`src/rtl/cdb_arbiter.sv`:
```
// Common data bus arbiter: four one-entry holding registers feed one registered
// broadcast port. With CDB_ROUND_ROBIN_EN defined the grant rotates from the
// last granted source; without it, source 0 has the highest fixed priority.
module cdb_arbiter #(
  parameter int unsigned TAG_WIDTH  = 6,
  parameter int unsigned DATA_WIDTH = 32
) (
  input  logic                    clk,
  input  logic                    reset,
  input  logic                    flush,
  input  logic [3:0]              src_valid,
  input  logic [4*TAG_WIDTH-1:0]  src_tag,
  input  logic [4*DATA_WIDTH-1:0] src_data,
  output logic [3:0]              src_ready,
  output logic                    cdb_valid,
  output logic [TAG_WIDTH-1:0]    cdb_tag,
  output logic [DATA_WIDTH-1:0]   cdb_data,
  output logic [1:0]              cdb_src
);

  logic [3:0]            hold_v_q, hold_v_d;
  logic [TAG_WIDTH-1:0]  hold_tag_q  [4];
  logic [TAG_WIDTH-1:0]  hold_tag_d  [4];
  logic [DATA_WIDTH-1:0] hold_data_q [4];
  logic [DATA_WIDTH-1:0] hold_data_d [4];

  logic                  cdb_valid_q, cdb_valid_d;
  logic [TAG_WIDTH-1:0]  cdb_tag_q, cdb_tag_d;
  logic [DATA_WIDTH-1:0] cdb_data_q, cdb_data_d;
  logic [1:0]            cdb_src_q, cdb_src_d;

  logic       grant_any;
  logic [1:0] grant_idx;
  logic [3:0] grant;
  logic [3:0] handshake;

`ifdef CDB_ROUND_ROBIN_EN
  logic [1:0] ptr_q, ptr_d;
  logic [1:0] cand;

  // Round-robin pick: first pending entry after the last granted index.
  always_comb begin
    grant_any = 1'b0;
    grant_idx = 2'd0;
    cand      = 2'd0;
    // Descending walk so the nearest candidate (smallest offset) is the last write.
    for (int k = 4; k >= 1; k--) begin
      cand = ptr_q + 2'(k);
      if (hold_v_q[cand]) begin
        grant_any = 1'b1;
        grant_idx = cand;
      end
    end
    if (flush) grant_any = 1'b0;
    grant = grant_any ? (4'b0001 << grant_idx) : 4'b0000;
  end
`else
  // Fixed-priority pick: lowest pending index wins.
  always_comb begin
    grant_any = 1'b0;
    grant_idx = 2'd0;
    for (int i = 3; i >= 0; i--) begin
      if (hold_v_q[i]) begin
        grant_any = 1'b1;
        grant_idx = 2'(i);
      end
    end
    if (flush) grant_any = 1'b0;
    grant = grant_any ? (4'b0001 << grant_idx) : 4'b0000;
  end
`endif

  // Ready depends only on registered state; a granted entry frees its slot this cycle.
  always_comb begin
    if (reset) src_ready = 4'b1111;
    else       src_ready = (~hold_v_q | grant) & {4{~flush}};
    handshake = src_valid & src_ready & {4{~reset}};
  end

  // Next-state for holding registers, broadcast port and pointer.
  always_comb begin
    hold_v_d    = hold_v_q & ~grant;
    hold_tag_d  = hold_tag_q;
    hold_data_d = hold_data_q;
    for (int i = 0; i < 4; i++) begin
      if (handshake[i]) begin
        hold_v_d[i]    = 1'b1;
        hold_tag_d[i]  = src_tag[i*TAG_WIDTH +: TAG_WIDTH];
        hold_data_d[i] = src_data[i*DATA_WIDTH +: DATA_WIDTH];
      end
    end
    if (flush) hold_v_d = 4'b0000;

    cdb_valid_d = grant_any;
    cdb_tag_d   = cdb_tag_q;
    cdb_data_d  = cdb_data_q;
    cdb_src_d   = cdb_src_q;
    if (grant_any) begin
      cdb_tag_d  = hold_tag_q[grant_idx];
      cdb_data_d = hold_data_q[grant_idx];
      cdb_src_d  = grant_idx;
    end
`ifdef CDB_ROUND_ROBIN_EN
    ptr_d = grant_any ? grant_idx : ptr_q;
`endif
  end

  // State registers with synchronous reset.
  always_ff @(posedge clk) begin
    if (reset) begin
      hold_v_q    <= 4'b0000;
      hold_tag_q  <= '{default: '0};
      hold_data_q <= '{default: '0};
      cdb_valid_q <= 1'b0;
      cdb_tag_q   <= '0;
      cdb_data_q  <= '0;
      cdb_src_q   <= 2'd0;
`ifdef CDB_ROUND_ROBIN_EN
      ptr_q       <= 2'd3;
`endif
    end else begin
      hold_v_q    <= hold_v_d;
      hold_tag_q  <= hold_tag_d;
      hold_data_q <= hold_data_d;
      cdb_valid_q <= cdb_valid_d;
      cdb_tag_q   <= cdb_tag_d;
      cdb_data_q  <= cdb_data_d;
      cdb_src_q   <= cdb_src_d;
`ifdef CDB_ROUND_ROBIN_EN
      ptr_q       <= ptr_d;
`endif
    end
  end

  assign cdb_valid = cdb_valid_q;
  assign cdb_tag   = cdb_tag_q;
  assign cdb_data  = cdb_data_q;
  assign cdb_src   = cdb_src_q;

endmodule

```
`config.mk`:
```
export PLATFORM = sky130hd
export DESIGN_NAME = cdb_arbiter
export DESIGN_NICKNAME = d
export VERILOG_FILES = /design/src/rtl/cdb_arbiter.sv
export SDC_FILE = /design/constraint.sdc
export NUM_CORES = 1
export LEC_CHECK = 0
export BUFFER_PORTS_ARGS = -buffer_cell sky130_fd_sc_hd__clkbuf_2
export CORE_UTILIZATION = 40
export DETAILED_ROUTE_END_ITERATION = 10
export GPL_ROUTABILITY_DRIVEN = 0
export PLACE_DENSITY = 0.62
export SYNTH_ARGS = -nofsm -noshare
export SYNTH_HDL_FRONTEND = slang
export SYNTH_SLANG_ARGS = --single-unit
```
`constraint.sdc`:
```
create_clock -name clk -period 4.35 [get_ports clk]
set_clock_uncertainty 0.15 [all_clocks]
set_input_delay 0.2175 -clock clk [delete_from_list [all_inputs] [get_ports clk]]
set_output_delay 0.2175 -clock clk [all_outputs]
set_load 0.02 [all_outputs]
```
==> results of run 1 <==
## repair_timing
item | CTS | global route
setup buffers | 0 | 0
hold buffers | 155 | 0
resized for setup | 0 | 0
hold endpoints to repair | 155 | 0
## final timing paths
kind | start | endpoint | slack (ns) | depth (start not counted)
max | hold_v_q[0]$_SDFF_PP0_ | cdb_data[4]$_SDFFE_PP0P_ | 1.37 | 5
min | flush | hold_v_q[3]$_SDFF_PP0_ | 0.06 | 3
max reg2reg | hold_v_q[0]$_SDFF_PP0_ | cdb_data[4]$_SDFFE_PP0P_ | 1.37 | 5
min reg2reg | hold_data_q[95]$_SDFFE_PP0P_ | hold_data_q[95]$_SDFFE_PP0P_ | 0.30 | 2
## layer usage
metal  up-vias  GRT usage  share of wire
li1       4458          -              -
met1      4144      0.333           0.44
met2       308      0.426           0.46
met3        73     0.0512          0.055
met4         0      0.125          0.039
met5         -          0              0
## cell usage after synthesis, drive strengths merged (2+ instances only)
cell and n:
o32ai 36, nand2 318, nor3 37, o21a 3
nor2 45, o21ai 55, dfxtp 197, o31ai 63
and3 3, nor2b 2, buf 30, a31oi 2
clkbuf 76, nand3 79, inv 76, a211oi 36
a21oi 80
## worst reg2reg max path: stages, from the launching register on
cell	delay, ns
dfxtp_4	0.73
buf_4	0.56
nor2_1	0.25
a21oi_4	0.95
nor2_1	0.11
nor3_1	0.16
## logic make-up (layout without fill, tap and decap cells)
family	after synthesis	in the layout
other	0	1
buffers and inverters	183	476
DFF	197	197
AOI/OAI and AO/OA	281	281
and+or+nand+nor	487	487
## state kept, by name (all words and copies together) (netlist names)
register and flops:
cdb_tag 6, hold_v_q 4, cdb_valid 1, hold_tag_q 24, hold_data_q 128, cdb_src 2, cdb_data 32
## through the flow
stage / power (W) / hold slack, ns / worst slack [ns] / instances / utilization
6_report: 0.00414 / 0.0581 / 1.37 / 1712 / 0.568
5_1_grt: 0.00433 / 0.0648 / 1.00 / 1712 / 0.568
4_1_cts: 0.00416 / 0.0525 / 1.36 / 1711 / 0.568
3_5_place_dp: 0.00254 / 0.253 / 1.39 / 1525 / 0.465
3_3_place_gp: 0.00253 / 0.253 / 1.48 / 1525 / 0.465
2_1_floorplan: 0.00233 / 0.166 / 2.27 / 1148 / -
## cells in the final DEF (no fill, tap or decap), drive strengths merged
cell         Yosys  layout
dlygate4sd3      0     155
clkinv           1       5
dfxtp          197     197
o22ai            1       1
o31ai           63      63
clkinvlp         0       2
diode            0       1
bufinv           0       1
and3             3       3
a21oi           80      80
nor3            37      37
a211oi          36      36
a21o             1       1
or3              1       1
o32ai           36      36
a2111oi          1       1
nand3           79      79
a31oi            2       2
a21boi           1       1
and2             1       1
o21ai           55      55
nand2          318     318
o221a            1       1
inv             76      81
nand2b           1       1
o21a             3       3
buf             30      11
nor2            45      45
clkbuf          76     221
nor2b            2       2
o31a             1       1
## power by group through the flow
| stage | Combinational, W | Clock (W) | Sequential [W] |
|---|---|---|---|
| after floorplan | 0.000297 | 0 | 0.00203 |
| after global placement | 0.000499 | 0 | 0.00203 |
| after detailed placement | 0.000504 | 0 | 0.00203 |
| after CTS | 0.000615 | 0.00156 | 0.00199 |
| after global routing | 0.000682 | 0.00164 | 0.00200 |
| final | 0.000620 | 0.00153 | 0.00199 |
## cell type report
cell class,count,area (µm²),area share
Antenna cell,1,2.50,0.000215
Clock buffer,19,433,0.0372
Clock inverter,12,123,0.0105
Inverter,77,290,0.0249
Multi-Input combinational cell,768,3860,0.332
Sequential cell,197,3950,0.339
Tap cell,270,338,0.0290
Timing Repair Buffer,368,2650,0.227
==> run summary, run 1 <==
die width: 148 µm
fmax: 0.336 GHz
worst path bufs/invs: 1
Adder-Cell Fraction of Synth Area: 0
Comb pwr share: 0.150
Ys Warns: 0
area leader, netlist: dfxtp_1
pin count of the biggest net entering global routing: 80
CP required: 4.56 ns
element type at the critical path start: flip-flop
Worst EP arrival: 3.19 ns
fin nets: 1588
fin crit share: 0.685
mapped cell area: 8490 µm²
Initial Util: 0.414
post-DP HPWL: 16100 µm
IO Pins: 204
Slew headroom: 0.229
Final Slew Violations: 0
Die H: 148 µm
Max Fanout on Critical Path: 62
clock share of power: 0.370
Async SR Flop Fraction: 0
leakage power: 4.88 nW
drt total wl: 28300 µm
CTS root buf: clkbuf_16
DIE AREA: 21800 µm²
WS Path Type: reg -> reg
Post-Syn Instances: 1148
IO Port Bufs: 203
worst-case clock buffer depth: 2
Power Density: 356 nW/µm²
crit path cell chain: buf_4 -> nor2_1 -> a21oi_4 -> nor2_1 -> nor3_1
area grow syn2layout: 37.2%
placed cell areas: 9540 µm²
final setup violating endpoints: 0
Unique masters post-synth: 31
Max Cap Violations: 0
total global-route track usage: 0.262
Synthesized Nets: 1307
layout cell share with drive strength beyond 1: 0.178
number of fill cells: 1906
ys flop type: dfxtp_1
setup TNS: 0 ns
CTS tree: built
Synth Area per Inst: 7.40 µm²
RSZ-0062 raised after global routing: false
Seq/Total Area, Yosys: 0.464
Post-synth EDFFs: 0
Synth Area in Simple Gates: 0.235
Worst Tran Pin Value: 1.15 ns
area fraction in compound gates after synthesis: 0.216
CP peak stage delay: 0.95 ns
Worst Setup End Kind: flip-flop
#FFs+latches synth: 197
clk slew on worst S/H paths: 0.07 ns
gr ovfl total: 0
DR vias: 8983
Seq pwr share: 0.481
switching share of total power: 0.279
Clock Sinks: 197
Finished Cell Area: 11600 µm²
post-synthesis mux area share: 0
largest cells by area after synthesis: dfxtp_1 46%, nand2_1 14%, o31ai_1 5.6%, a21oi_1 4.7%, nand3_1 4.7%
status: complete, no violations
Internal: 0.00299 W
drc violations: 0
clk_lat worst skew: 0.44 ns
vias in the first global route: 8745
fin crit period: 2.98 ns
CP delay by family, top: compound AO/OA/AOI/OAI gates
vias per inst: 5.25
VDD IR max: 0.261 mV
Rows: 52
H-tree depth: 4
initial antenna violation count: 1
Num CTS Buffers: 17
Core Region: 20500 µm²
Worst path slowest cell: a21oi_4
final hold viol count: 0
first-pass GRT wire length: 44900 µm
Wirelength per Cell: 16.5 µm
hold crit path type: in -> reg
share of the synthesized area in the top cell type: 0.464
DRT antenna net count: 0
net switching power: 0.00115 W
most frequent CP cell: nor2_1
First-pass DRT Iterations: 5
Synth Area in XOR/XNOR: 0
largest family of logic cells by synthesized area: simple AND/OR/NAND/NOR gates
DR iter-0 viols: 740
Power figures use the tool's default switching activity.
==> inputs of run 2 (changes only) <==
==> constraint.sdc (replaced) <==
create_clock -name clk -period 2.85 [get_ports clk]
set_clock_uncertainty 0.15 [all_clocks]
set_input_delay 0.1425 -clock clk [delete_from_list [all_inputs] [get_ports clk]]
set_output_delay 0.1425 -clock clk [all_outputs]
set_load 0.02 [all_outputs]
==> run summary, run 2 (synthesis gave the netlist of run 1 again) <==
First-pass DRT Iterations: 5 (unchanged)
Worst path slowest cell: or3_4 (was a21oi_4)
Num CTS Buffers: 17 (unchanged)
Final Slew Violations: 0 (unchanged)
DIE AREA: 21800 µm² (unchanged)
CTS root buf: clkbuf_16 (unchanged)
total global-route track usage: 0.267 (was 0.262)
hold_buf cts: 157 (was 155)
commonest non-fill, non-tap cell in the layout: nand2_1 (unchanged)
clk_lat worst skew: 0.45 ns (was 0.44 ns)
CP delay by family, top: compound AO/OA/AOI/OAI gates (unchanged)
area grow syn2layout: 39.7% (was 37.2%)
Internal: 0.00474 W (was 0.00299 W)
CP peak stage delay: 0.50 ns (was 0.95 ns)
status: complete, no violations (unchanged)
element type at the critical path start: flip-flop (unchanged)
Initial Util: 0.414 (unchanged)
IO Pins: 204 (unchanged)
leakage power: 5.01 nW (was 4.88 nW)
cell total after placement: 1537 (was 1525)
DRT antenna net count: 0 (unchanged)
vias per inst: 5.22 (was 5.25)
Finished Cell Area: 11900 µm² (was 11600 µm²)
Wirelength per Cell: 16.8 µm (was 16.5 µm)
Max Fanout on Critical Path: 25 (was 62)
placed cell areas: 9680 µm² (was 9540 µm²)
Max Cap Violations: 0 (unchanged)
CP required: 2.56 ns (was 4.56 ns)
Rows: 52 (unchanged)
hold crit path type: in -> reg (unchanged)
Worst EP arrival: 2.15 ns (was 3.19 ns)
most frequent cells in the layout: 318 x nand2_1, 202 x clkbuf_2, 193 x dfxtp_1 (unchanged)
setup TNS: 0 ns (unchanged)
gr ovfl total: 0 (unchanged)
Comb pwr share: 0.153 (was 0.150)
VDD IR max: 0.386 mV (was 0.261 mV)
fmax: 0.409 GHz
Worst Setup End Kind: primary output (was flip-flop)
final setup violating endpoints: 0 (unchanged)
fin crit period: 2.44 ns
crit path cell chain: or3_4 -> o21a_1 -> o21ai_0 -> clkbuf_2 (was buf_4 -> nor2_1 -> a21oi_4 -> nor2_1 -> nor3_1)
Core Util, Final: 0.579 (was 0.568)
largest register by flop count: hold_data_q (unchanged)
die width: 148 µm (unchanged)
Layout Cells excl Fill: 1728 (was 1712)
Worst Tran Pin Value: 0.880 ns (was 1.15 ns)
Seq pwr share: 0.464 (was 0.481)
clock share of power: 0.383 (was 0.370)
pin count of the biggest net entering global routing: 96 (was 80)
WS Path Type: reg -> out (was reg -> reg)
DR vias: 9022 (was 8983)
vias in the first global route: 8732 (was 8745)
worst path bufs/invs: 1 (unchanged)
Power Density: 549 nW/µm² (was 356 nW/µm²)
fin nets: 1602 (was 1588)
drt total wl: 29000 µm (was 28300 µm)
layout cell share with drive strength beyond 1: 0.187 (was 0.178)
clk slew on worst S/H paths: 0.07 ns (about the same)
Slew headroom: 0.413 (was 0.229)
post-DP HPWL: 17000 µm (was 16100 µm)
setup repair bufs after CTS: 0 (unchanged)
number of fill cells: 1871 (was 1906)
RSZ-0062 raised after global routing: false (unchanged)
drc violations: 0 (unchanged)
worst-case clock buffer depth: 2 (unchanged)
Die H: 148 µm (unchanged)
H-tree depth: 4 (unchanged)
Clock Sinks: 197 (unchanged)
fin crit share: 0.857
initial antenna violation count: 1 (unchanged)
max FFs per register: 128 (unchanged)
CTS tree: built (unchanged)
Core Region: 20500 µm² (unchanged)
final hold viol count: 0 (unchanged)
DR iter-0 viols: 611 (was 740)
net switching power: 0.00177 W (was 0.00115 W)
first-pass GRT wire length: 45400 µm (was 44900 µm)
IO Port Bufs: 203 (unchanged)
switching share of total power: 0.272 (was 0.279)
CTS resizes: 0 (unchanged)
==> run 2: cell count changes in the layout (fill, tap and decap cells not counted), sizes merged <==
cell / change
bufinv: +1
clkbuf: +1
buf: +12
diode: +1
dlygate4sd3: +2
clkinvlp: -1
==> run 2: final timing paths <==
| path | start | to | slack (ns) | cells past startpoint |
|---|---|---|---|---|
| setup / recovery | hold_v_q[0]$_SDFF_PP0_ | src_ready[3] | 0.41 | 4 |
| hold / removal | reset | cdb_valid$_SDFF_PP0_ | 0.03 | 3 |
| setup reg to reg | hold_v_q[0]$_SDFF_PP0_ | cdb_data[15]$_SDFFE_PP0P_ | 0.68 | 4 |
| hold reg to reg | hold_data_q[42]$_SDFFE_PP0P_ | hold_data_q[42]$_SDFFE_PP0P_ | 0.30 | 2 |
==> run 2: layout make-up <==
class                   instances  area [µm²]  share of cell area
multi-input cells             768        3860               0.326
flip-flops and latches        197        3950               0.333
inverters                      77         290              0.0245
clock buffers                  20         467              0.0393
clock inverters                12         141              0.0119
diodes                          2        5.00            0.000422
repair buffers                382        2810               0.236
well taps                     270         338              0.0285
==> run 2: power groups by stage <==
stage	Sequential (W)	Clock, W	Combinational (W)
detailed placement	0.00308	0	0.000816
global route	0.00304	0.00265	0.00109
floorplan	0.00310	0	0.000454
CTS	0.00302	0.00253	0.000986
global placement	0.00308	0	0.000808
finish	0.00302	0.00250	0.000997
==> run 2: metrics by stage <==
stage	hold WS (ns)	power [W]	worst slack, ns
floorplan	0.0914	0.00356	0.848
global placement	0.178	0.00389	0.712
detailed placement	0.180	0.00390	0.691
CTS	0.0251	0.00654	0.348
global route	0.0704	0.00678	0.354
finish	0.0297	0.00651	0.407
==> run 2: metal layers <==
metal,vias up,GRT usage,part of all wire,wire (µm)
li1,4470,-,-,-
met1,4140,0.338,0.43,12400
met2,358,0.451,0.47,13700
met3,54,0.0429,0.070,2030
met4,0,0.107,0.028,804
met5,-,0,0,0
==> run 2: worst reg2reg max path, delay by kind of cell (launching register included) <==
| kind | cells | cell delay [ns] |
|---|---|---|
| compound gates | 2 | 0.60 |
| buf+inv | 1 | 0.70 |
| flops | 1 | 0.50 |
| simple gates | 1 | 0.08 |
